==> config.mk <==
export PLATFORM = sky130hd
export DESIGN_NAME = hdmi_timing_ctrl
export DESIGN_NICKNAME = d
export VERILOG_FILES = /design/src/rtl/hdmi_timing_ctrl.sv
export SDC_FILE = /design/constraint.sdc
export NUM_CORES = 1
export LEC_CHECK = 0
export ABC_CLOCK_PERIOD_IN_PS = 2760
export CORE_AREA = 5 5 87 73
export DETAILED_ROUTE_END_ITERATION = 8
export DIE_AREA = 0 0 92 78
export GPL_TIMING_DRIVEN = 0
export PLACE_DENSITY = 0.94
export SLEW_MARGIN = 20
export SYNTH_ARGS = -nofsm -noshare
export SYNTH_HDL_FRONTEND = slang
export SYNTH_SLANG_ARGS = --single-unit
export TNS_END_PERCENT = 20
==> constraint.sdc <==
create_clock -name pixclk -period 2.76 [get_ports pixclk]
set_input_delay 0.552 -clock pixclk [delete_from_list [all_inputs] [get_ports pixclk]]
set_output_delay 0.552 -clock pixclk [all_outputs]
set_load 0.02 [all_outputs]
==> src/rtl/hdmi_timing_ctrl.sv <==
// hdmi_timing_ctrl: raster timing generator and pixel fetch sequencer feeding
// the three TMDS encoders. Pixels are requested PIX_LAT cycles ahead of display.
// The active flag and the syncs travel through a matching delay pipe. The source
// pixel is then registered together with VDE and CD.
// Optional feature macro: TEST_PATTERN_EN. It adds the tp_sel input and an
// 8-bar colour pattern generator.
module hdmi_timing_ctrl #(
    parameter int   H_ACTIVE = 640,
    parameter int   H_FP     = 16,
    parameter int   H_SYNC   = 96,
    parameter int   H_BP     = 48,
    parameter int   V_ACTIVE = 480,
    parameter int   V_FP     = 10,
    parameter int   V_SYNC   = 2,
    parameter int   V_BP     = 33,
    parameter logic SYNC_POL = 1'b0,
    parameter int   PIX_LAT  = 2,
    parameter int   CW       = 12
) (
    input  logic          pixclk,
    input  logic          rst_n,
    input  logic          run,
`ifdef TEST_PATTERN_EN
    input  logic          tp_sel,
`endif
    output logic          busy,
    output logic          frame_start,
    output logic          pix_req,
    output logic [CW-1:0] pix_x,
    output logic [CW-1:0] pix_y,
    input  logic [7:0]    pix_r,
    input  logic [7:0]    pix_g,
    input  logic [7:0]    pix_b,
    output logic [7:0]    R_data,
    output logic [7:0]    G_data,
    output logic [7:0]    B_data,
    output logic          VDE,
    output logic [1:0]    CD
);

    localparam int H_TOTAL  = H_ACTIVE + H_FP + H_SYNC + H_BP;
    localparam int V_TOTAL  = V_ACTIVE + V_FP + V_SYNC + V_BP;
    localparam int HS_START = H_ACTIVE + H_FP;
    localparam int HS_END   = HS_START + H_SYNC;
    localparam int VS_START = V_ACTIVE + V_FP;
    localparam int VS_END   = VS_START + V_SYNC;

    typedef enum logic [1:0] {ST_IDLE, ST_RUN, ST_DRAIN} state_t;

    // Per-pixel attributes carried alongside the source read latency.
    // The syncs are stored as "asserted" flags; polarity is applied at the output.
    typedef struct packed {
        logic          act;
        logic          hs;
        logic          vs;
`ifdef TEST_PATTERN_EN
        logic [CW-1:0] x;
`endif
    } pipe_t;

    state_t          r_state, w_state_nxt;
    logic [CW-1:0]   r_h, r_v;
    pipe_t           r_pipe [PIX_LAT];
    pipe_t           w_pipe_in, w_d;
    logic            w_h_last, w_v_last, w_start;
    logic [7:0]      w_r, w_g, w_b;

    assign w_h_last = (r_h == CW'(H_TOTAL - 1));
    assign w_v_last = (r_v == CW'(V_TOTAL - 1));
    assign w_start  = (r_state == ST_IDLE) && run;

    assign busy        = (r_state != ST_IDLE);
    assign pix_x       = r_h;
    assign pix_y       = r_v;
    assign pix_req     = busy && (r_h < CW'(H_ACTIVE)) && (r_v < CW'(V_ACTIVE));
    assign frame_start = busy && (r_h == '0) && (r_v == '0);

    // Next-state logic: stopping only takes effect on the last pixel of a frame.
    always_comb begin
        w_state_nxt = r_state;
        case (r_state)
            ST_IDLE:  if (run) w_state_nxt = ST_RUN;
            ST_RUN:   if (!run) w_state_nxt = ST_DRAIN;
            ST_DRAIN: begin
                if (run)                       w_state_nxt = ST_RUN;
                else if (w_h_last && w_v_last) w_state_nxt = ST_IDLE;
            end
            default:  w_state_nxt = ST_IDLE;
        endcase
    end

    // State register.
    always_ff @(posedge pixclk or negedge rst_n) begin
        if (!rst_n) r_state <= ST_IDLE;
        else        r_state <= w_state_nxt;
    end

    // Raster counters: held at 0 when idle; otherwise they free-run and wrap per frame.
    always_ff @(posedge pixclk or negedge rst_n) begin
        if (!rst_n) begin
            r_h <= '0;
            r_v <= '0;
        end else if (r_state == ST_IDLE) begin
            r_h <= '0;
            r_v <= '0;
        end else if (w_h_last) begin
            r_h <= '0;
            r_v <= w_v_last ? '0 : r_v + 1'b1;
        end else begin
            r_h <= r_h + 1'b1;
        end
    end

    // Pipe input: the attributes of the pixel being requested this cycle.
    always_comb begin
        w_pipe_in     = '0;
        w_pipe_in.act = pix_req;
        w_pipe_in.hs  = busy && (r_h >= CW'(HS_START)) && (r_h < CW'(HS_END));
        w_pipe_in.vs  = busy && (r_v >= CW'(VS_START)) && (r_v < CW'(VS_END));
`ifdef TEST_PATTERN_EN
        w_pipe_in.x   = r_h;
`endif
    end

    // Delay pipe matching the source read latency. It is flushed when a new run starts.
    always_ff @(posedge pixclk or negedge rst_n) begin
        if (!rst_n) begin
            for (int i = 0; i < PIX_LAT; i++) r_pipe[i] <= '0;
        end else if (w_start) begin
            for (int i = 0; i < PIX_LAT; i++) r_pipe[i] <= '0;
        end else begin
            r_pipe[0] <= w_pipe_in;
            for (int i = 1; i < PIX_LAT; i++) r_pipe[i] <= r_pipe[i-1];
        end
    end

    assign w_d = r_pipe[PIX_LAT-1];

`ifdef TEST_PATTERN_EN
    localparam int BAR_W = H_ACTIVE / 8;
    logic [2:0] w_bar;
    assign w_bar = 3'(w_d.x / CW'(BAR_W));
    // The bar order white, yellow, cyan, green, magenta, red, blue, black
    // maps onto the inverted bits of the bar index.
    always_comb begin
        w_r = pix_r;
        w_g = pix_g;
        w_b = pix_b;
        if (tp_sel) begin
            w_r = {8{~w_bar[1]}};
            w_g = {8{~w_bar[2]}};
            w_b = {8{~w_bar[0]}};
        end
    end
`else
    assign w_r = pix_r;
    assign w_g = pix_g;
    assign w_b = pix_b;
`endif

    // Encoder-side outputs are registered together. RGB is blanked outside the active area.
    always_ff @(posedge pixclk or negedge rst_n) begin
        if (!rst_n) begin
            VDE    <= 1'b0;
            CD     <= {2{~SYNC_POL}};
            R_data <= '0;
            G_data <= '0;
            B_data <= '0;
        end else begin
            VDE    <= w_d.act;
            CD     <= {w_d.vs ? SYNC_POL : ~SYNC_POL, w_d.hs ? SYNC_POL : ~SYNC_POL};
            R_data <= w_d.act ? w_r : 8'h00;
            G_data <= w_d.act ? w_g : 8'h00;
            B_data <= w_d.act ? w_b : 8'h00;
        end
    end

endmodule
==> impl_results.md <==
- Ratio of final minimum period to clock period: 96.13%
- Net switching share of the total power: 25.05%
- Kind of start point of the critical path: register
- Design area: 3711 um^2
- Total internal power: 0.001735 W
- Kind of end point of the critical path: output port
- Top cells by area, synth: dfrtp_1 55%, and2_1 6.1%, a22o_1 3.1%, nor4_1 2.4%, xor2_1 2.4%
- Cell chosen for the clock root: clkbuf_8
- Signed area change from the synthesized netlist to the final layout: 43.70%
- Post-route setup slack: 0.1067 ns
- Count of unique library cells instantiated by Yosys: 44
- Sum of internal, switching and leakage power: 0.002315 W
- Hold Worst Slack: 0.2622 ns
- Total number of clock tree sinks: 59
- RR Startpoint: pix_x[0]
- Number of antenna violations at the first check in global routing: 0
- Ant. Diodes: 0
- Clock Power Share: 41.3%
- Number of fill cells: 350
- Clock-pin slew reported for the worst setup and hold paths after clock tree synthesis: 0.07 ns
- Number of detailed-route iterations in the first pass: 4
- Die boundary height: 78 um
- Leading cell types in the layout, fill and taps excluded: 77 x clkdlybuf4s50_1, 57 x dfrtp_1, 25 x and2_1
- Setup Skew: 0.008352 ns
- Top cell type by total area after synthesis: dfrtp_1
- Die area: 7176 um^2
- Part of the Yosys area used for sequential elements: 57.27%
- Maximum fanout along the worst path: 7
- Die W: 92 um
- Actual transition at the worst max-transition pin: 0.7078 ns
- Max Slew Vio Count: 0
- Weighted congestion reported at the end of routability-driven placement: 0.9030
- Worst-case vdd ir drop: 0.0003433 V
- Total global routing overflow: 0
- Delay of the slowest cell on the worst path: 0.45 ns
- Maximum frequency from static timing analysis: 376.9 MHz
- Average cell area after synthesis: 11.48 um^2
- DP Worst Slack: 0.03826 ns
- Library cell contributing the largest single delay on the critical path: dfrtp_1
- Status: completed
- Maximum clock insertion buffer count: 2
- Cell family with most CP delay: simple AND/OR/NAND/NOR gates
- CP Buf/Inv Count: 2
- Starting density of the core: 48.31%
- 1st-iter DRT viols: 119
- DRC viols: 0
- Site row count: 24
- Critical path type: register to output port
- Number of vias in the routed layout: 2107
- Area of the core: 5345 um^2
- Total global routing track utilization: 19.22%
- Endpoint arrival time on the critical path: 2.10 ns
- Number of violations of the max-capacitance limit: 0
- Fraction of post-synthesis cell area in the top cell type by area: 55.23%
- Port Buffers: 80
- Most common cell after layout, fill and taps aside: clkdlybuf4s50_1
- Unrepaired setup endpoints after global routing: no
- Number of synthesized register bits: 59
- FF-to-FF setup slack: 0.83 ns
- List of cells traversed by the critical path: inv_1 -> ha_1 -> nor4b_1 -> nand3_1 -> nor4_2 -> clkdlybuf4s15_2
- Antenna Violating Nets Remaining: 0
- Worst path required time: 2.21 ns
- Proportion of power drawn by flip-flops and latches: 41.9%
- Clock tree from TritonCTS: built
- Combinational share of power: 16.8%
- Share of post-route cells with drive strength above 1: 11.53%
- DP Wirelength: 4427 um
- Number of cell instances on the worst register-to-register path: 7
- Power density over the cells: 623.9 nW/um^2
- Number of buffers added for setup after CTS: 0
- Clock latency on the worst-skew pair: 0.33 ns
- Number of buffers inserted during clock tree synthesis: 9
- Cell Area, Synth: 2582 um^2
- CTS H-Tree Depth: 3
- Net count after synthesis: 256
- Final period demand of the worst path: 2.653 ns
- Hold Violations, Final: 0
- Endpoint of the worst-slack reg-to-reg timing path: pix_y[3]
- Largest net degree at the start of global routing: 60
- Switching power: 0.0005799 W
- Cell leakage power: 1.640 nW
- First-pass GRT wire length: 10720 um
- Number of warnings printed during yosys synthesis: 0
- Wirelength, routed: 6510 um
- I/O pin count: 81
- Number of setup violations in the final report: 0
- Via count of the first global-routing pass: 2062
- Worst slew margin relative to its limit: 52.82%
- Number of cells produced by synthesis: 225
- Class of the tightest hold or removal check: primary input to asynchronous set/reset pin
- Average vias per placed instance: 5.459
- Routed length per placed instance: 16.87 um
- Core Util, Final: 69.43%
- Post-detailed-placement cell area: 3462 um^2
- Final net count: 347
-- cell type report --
cell class	count	area, um^2	area share (%)
buffer	11	70.07	1.888
clock buffer	11	141.4	3.810
clock inverter	5	100.1	2.697
inverter	8	30.03	0.8092
multi-input combinational	147	1015	27.34
sequential	59	1479	39.85
tap	65	81.33	2.192
timing repair buffer	80	794.5	21.41
-- power groups by stage --
| stage | clock network, W | registers, W | logic (W) |
|---|---|---|---|
| final | 0.000957 | 0.000969 | 0.000389 |
| after global routing | 0.00102 | 0.000979 | 0.000422 |
| after CTS | 0.000968 | 0.000971 | 0.000389 |
| after detailed placement | 0 | 0.000985 | 0.000387 |
| after global placement | 0 | 0.000981 | 0.000377 |
| after floorplan | 0 | 0.00104 | 0.000115 |
-- kinds of logic (layout without fill, tap and decap cells) --
kind of cell	after synthesis	after routing	synth area share, %
adders and majority gates	4	4	1.938
buffers and inverters	19	115	3.827
and+or+nand+nor	100	100	23.40
AOI/OAI and AO/OA	31	31	9.254
xor gates and xnor gates	11	11	3.731
DFF	59	59	57.27
muxes	1	1	0.5812
-- flip-flops by register name, indices dropped and copies added, names as in the netlist --
signal   count
pix_y       12
r_state      2
R_data       8
pix_x       12
G_data       8
r_pipe       6
VDE          1
CD           2
B_data       8
-- per-layer routing --
layer / vias up / GRT usage (%) / share of wire, % / wire length, um
met5: - / 0 / 0 / 0
met4: 0 / 7.715 / 2.0 / 129
met3: 14 / 6.286 / 9.1 / 591
met2: 119 / 29.08 / 45 / 2912
met1: 992 / 25.65 / 44 / 2876
li1: 982 / - / - / -
-- through the flow --
step | setup TNS, ns | cells
CTS | 0 | 386
global placement | -32.03 | 370
floorplan | 0 | 225
finish | 0 | 386
global route | 0 | 386
detailed placement | 0 | 370
-- Yosys cell counts --
cell type	number
a2111oi_0	1
a21boi_0	4
a21o_1	2
a21oi_1	2
a221o_1	1
a22o_1	9
a31o_2	1
a31oi_1	1
and2_1	25
and3_1	5
and4_1	3
and4b_1	1
buf_2	4
buf_4	2
buf_6	2
clkbuf_1	3
dfrtp_1	57
dfstp_2	2
ha_1	4
inv_1	8
mux2_4	1
nand2_1	8
nand2b_1	1
nand3_1	6
nand3_2	1
nand3b_1	1
nand4_1	7
nor2_1	13
nor2b_1	4
nor3_1	8
nor3_2	1
nor4_1	10
nor4_2	1
nor4_4	1
nor4b_1	1
nor4bb_1	1
o21a_1	1
o21ai_0	2
o2bb2ai_1	1
o31ai_1	6
or3_1	1
or4_1	1
xnor2_1	4
xor2_1	7
-- timing repair --
item                       4_1_cts  5_1_grt
resized for setup                5        7
hold endpoints to repair         0        0
setup endpoints to repair        2        3
hold buffers                     0        0
pin swaps                        0        0
-- how the worst max path moves through the flow --
stage	from	to	slack, ns	depth (start not counted)
6_report	pix_x[0]	frame_start	0.11	6
5_1_grt	r_state[1]	busy	0.03	5
4_1_cts	r_state[1]	pix_req	0.004	5
3_5_place_dp	r_state[0]	frame_start	0.04	5
3_3_place_gp	rst_n	pix_x[0]	-0.56	1
2_1_floorplan	pix_y[9]	frame_start	0.39	2
Power figures use the tool's default switching activity.
